<file path="config.mk">
export PLATFORM = sky130hd
export DESIGN_NAME = bcd_timer_ctrl_flat
export DESIGN_NICKNAME = d
export VERILOG_FILES = /design/src/rtl/bcd_timer_ctrl_if.sv /design/src/rtl/bcd_timer_ctrl.sv /design/src/flat_wrapper.sv
export SDC_FILE = /design/constraint.sdc
export NUM_CORES = 1
export LEC_CHECK = 0
export ABC_AREA = 1
export CAP_MARGIN = 40
export CORE_UTILIZATION = 46
export DETAILED_ROUTE_END_ITERATION = 16
export GPL_ROUTABILITY_DRIVEN = 0
export PLACE_DENSITY_LB_ADDON = 0.25
export SLEW_MARGIN = 20
export SYNTH_ARGS = -nofsm -noshare
export SYNTH_HDL_FRONTEND = slang
export SYNTH_SLANG_ARGS = --single-unit
</file>
<file path="constraint.sdc">
create_clock -name clk -period 3.2 [get_ports clk]
set_input_delay 0.64 -clock clk [delete_from_list [all_inputs] [get_ports clk]]
set_output_delay 0.64 -clock clk [all_outputs]
set_load 0.01 [all_outputs]
</file>
<file path="src/rtl/bcd_timer_ctrl_if.sv">
// Command/status bundle between user logic, the countdown sequencer and the
// BCD digit counter chain. The master side owns the commands and the counter
// readback; the slave side is the sequencer itself.
interface bcd_timer_ctrl_if #(
  parameter int DIGITS = 2
);
  logic                  start;
  logic                  pause;
  logic                  stop;
  logic [4*DIGITS-1:0]   preset;
  logic [4*DIGITS-1:0]   q_in;
  logic [4*DIGITS-1:0]   cnt_d;
  logic                  cnt_load;
  logic                  cnt_up;
  logic [DIGITS-1:0]     dig_en;
  logic                  busy;
  logic                  done;
  logic                  err;

  modport master (
    output start, pause, stop, preset, q_in,
    input  cnt_d, cnt_load, cnt_up, dig_en, busy, done, err
  );

  modport slave (
    input  start, pause, stop, preset, q_in,
    output cnt_d, cnt_load, cnt_up, dig_en, busy, done, err
  );
endinterface

</file>
<file path="src/rtl/bcd_timer_ctrl.sv">
// bcd_timer_ctrl: countdown sequencer for a chain of DIGITS BCD counters.
// Latches a validated BCD preset, loads it into the chain, then decrements the
// chain once every TICK_DIV clocks through per-digit enables (borrow chain)
// until every digit reads zero.
// Optional build macro: BCD_TIMER_AUTORELOAD_EN -- DONE lasts one cycle and
// the held preset is reloaded automatically (stop still returns to IDLE).
module bcd_timer_ctrl #(
  parameter int DIGITS   = 2,
  parameter int TICK_DIV = 10
) (
  input logic             clk,
  input logic             clr,
  bcd_timer_ctrl_if.slave bus
);

  localparam int W  = 4 * DIGITS;
  localparam int PW = (TICK_DIV > 2) ? $clog2(TICK_DIV) : 1;
  localparam logic [PW-1:0] PRESC_LAST = PW'(TICK_DIV - 1);

  typedef enum logic [2:0] {
    S_IDLE  = 3'd0,
    S_LOAD  = 3'd1,
    S_RUN   = 3'd2,
    S_PAUSE = 3'd3,
    S_DONE  = 3'd4
  } state_t;

  state_t          state_q;
  state_t          state_d;
  logic [PW-1:0]   presc_q;
  logic [PW-1:0]   presc_d;
  logic [W-1:0]    preset_q;
  logic [W-1:0]    preset_d;
  logic            cnt_load_q;
  logic            busy_q;
  logic            done_q;
  logic            err_q;
  logic            err_d;

  logic            tick_s;
  logic            q_zero_s;
  logic            start_err_s;
  state_t          start_state_s;
  logic [DIGITS-1:0] dig_en_s;
  logic            borrow_s;

  // True when every nibble of the value is a legal BCD digit (0..9).
  function automatic logic bcd_valid(input logic [W-1:0] v);
    logic ok;
    ok = 1'b1;
    for (int i = 0; i < DIGITS; i++) begin
      if (v[4*i +: 4] > 4'd9) begin
        ok = 1'b0;
      end else begin
        ok = ok;
      end
    end
    return ok;
  endfunction

  assign tick_s   = (state_q == S_RUN) && (presc_q == PRESC_LAST);
  assign q_zero_s = (bus.q_in == {W{1'b0}});

  // Outcome of a start command: reject bad BCD, finish at once on zero, else load.
  always_comb begin
    start_err_s   = 1'b0;
    start_state_s = S_IDLE;
    if (!bcd_valid(bus.preset)) begin
      start_err_s   = 1'b1;
      start_state_s = S_IDLE;
    end else if (bus.preset == {W{1'b0}}) begin
      start_state_s = S_DONE;
    end else begin
      start_state_s = S_LOAD;
    end
  end

  // Next-state logic; command priority is stop, then pause, then start.
  always_comb begin
    state_d  = state_q;
    presc_d  = presc_q;
    preset_d = preset_q;
    err_d    = 1'b0;
    case (state_q)
      S_IDLE: begin
        if (bus.stop || bus.pause || !bus.start) begin
          state_d = S_IDLE;
        end else begin
          state_d = start_state_s;
          err_d   = start_err_s;
          if (start_state_s == S_LOAD) begin
            preset_d = bus.preset;
          end else begin
            preset_d = preset_q;
          end
        end
      end
      S_LOAD: begin
        presc_d = {PW{1'b0}};
        if (bus.stop) begin
          state_d = S_IDLE;
        end else begin
          state_d = S_RUN;
        end
      end
      S_RUN: begin
        if (tick_s) begin
          presc_d = {PW{1'b0}};
        end else begin
          presc_d = presc_q + PW'(1);
        end
        if (bus.stop) begin
          state_d = S_IDLE;
        end else if (bus.pause) begin
          state_d = S_PAUSE;
        end else if (!tick_s && q_zero_s) begin
          state_d = S_DONE;
        end else begin
          state_d = S_RUN;
        end
      end
      S_PAUSE: begin
        if (bus.stop) begin
          state_d = S_IDLE;
        end else if (bus.pause) begin
          state_d = S_PAUSE;
        end else begin
          state_d = S_RUN;
        end
      end
      S_DONE: begin
`ifdef BCD_TIMER_AUTORELOAD_EN
        if (bus.stop) begin
          state_d = S_IDLE;
        end else begin
          state_d = S_LOAD;
        end
`else
        if (bus.stop) begin
          state_d = S_IDLE;
        end else if (bus.pause || !bus.start) begin
          state_d = S_DONE;
        end else begin
          state_d = start_state_s;
          err_d   = start_err_s;
          if (start_state_s == S_LOAD) begin
            preset_d = bus.preset;
          end else begin
            preset_d = preset_q;
          end
        end
`endif
      end
      default: begin
        state_d = S_IDLE;
        presc_d = {PW{1'b0}};
      end
    endcase
  end

  // State, prescaler, preset register and registered state-decoded outputs.
  always_ff @(posedge clk or negedge clr) begin
    if (!clr) begin
      state_q    <= S_IDLE;
      presc_q    <= {PW{1'b0}};
      preset_q   <= {W{1'b0}};
      cnt_load_q <= 1'b0;
      busy_q     <= 1'b0;
      done_q     <= 1'b0;
      err_q      <= 1'b0;
    end else begin
      state_q    <= state_d;
      presc_q    <= presc_d;
      preset_q   <= preset_d;
      cnt_load_q <= (state_d == S_LOAD);
      busy_q     <= (state_d == S_LOAD) || (state_d == S_RUN) || (state_d == S_PAUSE);
      done_q     <= (state_d == S_DONE);
      err_q      <= err_d;
    end
  end

  // Digit enables: all digits during load, borrow chain on a run tick, else none.
  always_comb begin
    dig_en_s = {DIGITS{1'b0}};
    borrow_s = 1'b1;
    if (state_q == S_LOAD) begin
      dig_en_s = {DIGITS{1'b1}};
    end else if (tick_s) begin
      for (int i = 0; i < DIGITS; i++) begin
        dig_en_s[i] = borrow_s;
        borrow_s    = borrow_s & (bus.q_in[4*i +: 4] == 4'd0);
      end
    end else begin
      dig_en_s = {DIGITS{1'b0}};
    end
  end

  assign bus.cnt_d    = preset_q;
  assign bus.cnt_load = cnt_load_q;
  assign bus.cnt_up   = 1'b0;
  assign bus.dig_en   = dig_en_s;
  assign bus.busy     = busy_q;
  assign bus.done     = done_q;
  assign bus.err      = err_q;

endmodule

</file>
<file path="src/flat_wrapper.sv">
// flat-port wrapper written by rule: the top's interface ports become plain ports
module bcd_timer_ctrl_flat 
#(
  parameter int DIGITS   = 2,
  parameter int TICK_DIV = 10
)
  (clk, clr, bus_start, bus_pause, bus_stop, bus_preset, bus_q_in, bus_cnt_d, bus_cnt_load, bus_cnt_up, bus_dig_en, bus_busy, bus_done, bus_err);
  bcd_timer_ctrl_if #(.DIGITS(DIGITS)) bus_i ();
  input logic clk;
  input logic clr;
  input wire logic [$bits(bus_i.start)-1:0] bus_start;
  input wire logic [$bits(bus_i.pause)-1:0] bus_pause;
  input wire logic [$bits(bus_i.stop)-1:0] bus_stop;
  input wire logic [$bits(bus_i.preset)-1:0] bus_preset;
  input wire logic [$bits(bus_i.q_in)-1:0] bus_q_in;
  output wire logic [$bits(bus_i.cnt_d)-1:0] bus_cnt_d;
  output wire logic [$bits(bus_i.cnt_load)-1:0] bus_cnt_load;
  output wire logic [$bits(bus_i.cnt_up)-1:0] bus_cnt_up;
  output wire logic [$bits(bus_i.dig_en)-1:0] bus_dig_en;
  output wire logic [$bits(bus_i.busy)-1:0] bus_busy;
  output wire logic [$bits(bus_i.done)-1:0] bus_done;
  output wire logic [$bits(bus_i.err)-1:0] bus_err;
  assign bus_i.start = bus_start;
  assign bus_i.pause = bus_pause;
  assign bus_i.stop = bus_stop;
  assign bus_i.preset = bus_preset;
  assign bus_i.q_in = bus_q_in;
  assign bus_cnt_d = bus_i.cnt_d;
  assign bus_cnt_load = bus_i.cnt_load;
  assign bus_cnt_up = bus_i.cnt_up;
  assign bus_dig_en = bus_i.dig_en;
  assign bus_busy = bus_i.busy;
  assign bus_done = bus_i.done;
  assign bus_err = bus_i.err;
  bcd_timer_ctrl #(.DIGITS(DIGITS), .TICK_DIV(TICK_DIV)) u_core (.clk(clk), .clr(clr), .bus(bus_i));
endmodule
</file>
## Word-level counts from Yosys, hierarchy flattened

Index checks and enable logic that the tools add are counted.

- Output and inout port bits: 15
- Logic and storage cells: 67
- Bits in registers: 19

- Order comparisons: 2
- Add/subtract/negate cells: 1
- Equality and inequality tests: 13
- Reductions and logical operators: 16
- Mux-type cells: 28

Operators by type and width:

| operator | number |
|---|---|
| $mux W8 | 4 |
| $mux W3 | 9 |
| $logic_not A8 Y1 | 2 |
| $pmux W8 S2 | 1 |
| $pmux W3 S5 | 1 |
| $eq A3 B2 Y1 const B | 4 |
| $eq A3 B1 Y1 const B | 3 |
| $gt A4 B4 Y1 const B | 2 |
| $pmux W4 S2 | 1 |
| $mux W1 | 7 |
| $eq A3 B3 Y1 const B | 2 |
| $mux W2 | 3 |
| $ne A2 B2 Y1 const B | 3 |
| $logic_or A1 B1 Y1 | 5 |
| $add A4 B1 Y4 const B | 1 |
| $eq A4 B4 Y1 const B | 1 |
| $logic_not A4 Y1 | 1 |
| $mux W4 | 1 |
| $reduce_and A4 Y1 | 1 |
| $logic_not A3 Y1 | 1 |
| $reduce_or A3 Y1 | 1 |
| $logic_and A1 B1 Y1 | 2 |
| $logic_not A1 Y1 | 2 |
| $pmux W1 S2 | 1 |
| $reduce_bool A2 Y1 | 1 |

## Longest topological paths before layout

- Word-level depth: 11
- Depth in mapped cells: 8

## Least setup slack after synthesis

Ideal clock, no wire load.

- Kind: register to output
- Start point: register u_core.presc_q[1]
- End point: output bus_dig_en[1]
- Path slack: 1.508 ns
- Stages on the path, launching flop included: 7
- Arrival: 1.052 ns
- Required time: 2.560 ns
- Buffers on the path: 0
- Cell sequence: dfrtp_1 -> inv_1 -> ha_1 -> nand2_1 -> nor2_1 -> nand2_1 -> o21ai_1

- Word-level cells in the longest chain between the ends: 4

Ends and longest elaborated chain:

| item | line | RTL |
|---|---|---|
| start, declared | bcd_timer_ctrl.sv:30 | `logic [PW-1:0] presc_q;` |
| start signal, assigned | bcd_timer_ctrl.sv:165 | `presc_q <= {PW{1'b0}};` |
| start signal, assigned | bcd_timer_ctrl.sv:173 | `presc_q <= presc_d;` |
| $eq A4 B4 Y1 | bcd_timer_ctrl.sv:61 | `assign tick_s = (state_q == S_RUN) && (presc_q == PRESC_LAST);` |
| $logic_and A1 B1 Y1 | bcd_timer_ctrl.sv:61 |  |
| $mux W2 | bcd_timer_ctrl.sv:188 | `end else if (tick_s) begin` |
| $mux W2 | bcd_timer_ctrl.sv:186 | `if (state_q == S_LOAD) begin` |
| end, declared | flat_wrapper.sv:19 | `output wire logic [$bits(bus_i.dig_en)-1:0] bus_dig_en;` |

Every way passes these cells.

## Worst setup path in the final report

Ends and elaborated chain as after synthesis.

==> results.json <==
{
  "syn_to_final_growth_pct": 42.0,
  "cp-end-kind": "output pin",
  "post-route-period-util_pct": 81.7,
  "p_total_w": 0.000648,
  "cts_buffers": 3,
  "drv_slew": 0,
  "cts_root_buffer": "clkbuf_4",
  "grt_pass1_vias": 788,
  "dr.pass1.iters": 4,
  "clock_sinks": 19,
  "std_cell_rows": 16,
  "synth_nets": 148,
  "path_buf_inv": 2,
  "synthCells": 125,
  "switching_power_w": 0.000198,
  "p_comb_share_pct": 32.1,
  "slowest_stage": "clkdlybuf4s50_1",
  "drtIter0Drc": 19,
  "cts_hold_buf": 0,
  "hpwlAfterDp_mm": 1.67,
  "cts_buffer_depth": 2,
  "diodes": 0,
  "busiest_layer": "met2",
  "antenna_found_initial": 0,
  "ys_ff_latch": 19,
  "grt_start_max_net_pins": 20,
  "start_util_pct": 49.0,
  "io_pins": 36,
  "grt.met2_usage_pct": 35.4,
  "postCtsSetupBuffers": 0,
  "path_clk_slew_ns": 0.10,
  "synth-seq-area-share_pct": 49.4,
  "finalSetupViolations": 0,
  "core_area_um2": 1960,
  "avgSynthCellArea_um2": 7.70,
  "wl_mm": 2.11,
  "worst_path_most_repeated_cell": "nand2_1",
  "leakage_nw": 0.693,
  "rsz0062_at_grt": "false",
  "die_y_um": 47.7,
  "port_buffers": 34,
  "met3_usage_pct": 3.40,
  "crit_path_max_incr_delay_ns": 0.54,
  "ctsResizeCount": 0,
  "die_area_um2": 2280,
  "pre_cts_ws_ns": 0.655,
  "status": "completed",
  "cp_data_required_time_ns": 2.56,
  "regToRegSetupSlack_ns": 1.89,
  "drc": 0,
  "gr-usage-met1_pct": 23.6,
  "worstSkewPairLatency_ns": 0.29,
  "grt_usage_pct": 19.7,
  "fin_tns_setup_ns": 0,
  "ys.warnings.count": 0,
  "crit_arrival_ns": 1.97,
  "min_path_type": "reg2reg",
  "cp-start-kind": "flop",
  "p_int_w": 0.000450,
  "ant_nets": 0,
  "overflow": 0,
  "cts_tree": "built",
  "wire_per_inst_um": 11.1,
  "finalHoldViolations": 0,
  "grt_pass1_wl_mm": 3.12,
  "synth_area_um2": 962,
  "crit_chain": "inv_1 -> ha_1 -> nand2_1 -> nor2_1 -> nand2_1 -> o21ai_1 -> clkdlybuf4s50_1",
  "drive_above_1_share_pct": 7.36,
  "final_common_cell": "nand2_1",
  "viasPerCell": 4.79,
  "p_per_area_nw_per_um2": 474,
  "p_clk_share_pct": 18.3,
  "setup_ws_ns": 0.587,
  "critPathTopFamily": "buffers and inverters",
  "fmax_ghz": 0.383,
  "cp_max_fo": 3,
  "crit_type": "reg2out",
  "fin_crit_ns": 2.61,
  "max-cap-violations": 0,
  "die_x_um": 47.7,
  "h-tree-depth": 1,
  "worst_clock_skew_ns": 0.00645,
  "p_seq_share_pct": 49.7,
  "synth_cell_type_count": 21,
  "ir_worst_vdd_v": 0.000355,
  "dr_total_vias": 911,
  "most-common-layout-cells": "39 x nand2_1, 34 x clkdlybuf4s50_1, 19 x dfrtp_1, 16 x inv_1, 15 x nor2_1",
  "switching_share_pct": 30.6,
  "nets": 187
}
kinds of logic after synthesis:
| group | after synthesis | synth area share, % |
|---|---|---|
| AND/OR/NAND/NOR | 68 | 30.6 |
| buffers and inverters | 20 | 8.45 |
| flip-flops | 19 | 49.4 |
| AO/OA/AOI/OAI | 14 | 7.67 |
| adder cells (fa/ha/maj) | 2 | 2.60 |
| XOR/XNOR | 1 | 0.910 |
| other | 1 | 0.390 |
sequential cells by signal (all words and copies together), names as in the netlist:
name	flops
u_core.state_q	3
u_core.presc_q	4
u_core.bus.done	1
u_core.bus.cnt_d	8
u_core.bus.err	1
u_core.bus.cnt_load	1
u_core.bus.busy	1
Yosys cell counts, drive strengths merged:
| cell type | n | area share (%) |
|---|---|---|
| ha | 2 | 2.6 |
| nor3 | 1 | 0.52 |
| o22ai | 3 | 2.0 |
| nand3 | 8 | 4.7 |
| conb | 1 | 0.39 |
| xnor2 | 1 | 0.91 |
| inv | 19 | 7.7 |
| dfrtp | 19 | 49 |
| nand2 | 40 | 16 |
| buf | 1 | 0.78 |
| nor2 | 18 | 8.3 |
| o21ai | 5 | 2.6 |
| a21oi | 6 | 3.1 |
| nand4 | 1 | 0.65 |
power by group through the flow:
stage	Combinational (W)	Clock, W	Sequential [W]
detailed placement	0.000207	0	0.000328
floorplan	0.0000843	0	0.000334
global placement	0.000197	0	0.000322
global route	0.000234	0.000131	0.000329
CTS	0.000209	0.000122	0.000323
finish	0.000208	0.000118	0.000322
per-layer routing:
metal | vias to the layer above | part of all wire, %
li1 | 460 | -
met1 | 417 | 42
met2 | 27 | 52
met3 | 7 | 4.3
met4 | 0 | 1.9
met5 | - | 0
worst reg2reg max path: stages (launching register included):
cell     delay, ns
dfrtp_1       0.41
inv_1         0.09
ha_1          0.15
nand2_1       0.05
nor2_1        0.16
nand2_1       0.13
nand4_1       0.13
nand3_1       0.07
through the flow:
| stage | utilization (%) | instances | area [um^2] | hold WS [ns] |
|---|---|---|---|---|
| finish | 69.6 | 190 | 1370 | 0.492 |
| global route | 69.6 | 190 | 1370 | 0.521 |
| CTS | 69.1 | 189 | 1360 | 0.499 |
| detailed placement | 67.7 | 185 | 1330 | 0.475 |
| global placement | 67.7 | 185 | 1330 | 0.464 |
| floorplan | - | 125 | 962 | 0.344 |
worst paths after layout:
kind                                startpoint                  end  depth (start not counted)
max reg2reg                  u_core.presc_q[1]      u_core.bus.done                          7
max                          u_core.presc_q[1]        bus_dig_en[1]                          7
max in group asynchronous                  clr  u_core.bus.cnt_d[4]                          2
min reg2reg                u_core.bus.cnt_d[7]  u_core.bus.cnt_d[7]                          2
min                        u_core.bus.cnt_d[7]  u_core.bus.cnt_d[7]                          2
min in group asynchronous                  clr  u_core.bus.cnt_d[7]                          1
area by class of cell:
cell class                      instances  area, um^2
Timing Repair Buffer                   35         352
Multi-Input combinational cell         86         405
Inverter                               19        73.8
Tap cell                               27        33.8
Fill cell                             179         596
Clock buffer                            4        26.3
Sequential cell                        19         475
Note: power is estimated with default switching activity, not from simulation.
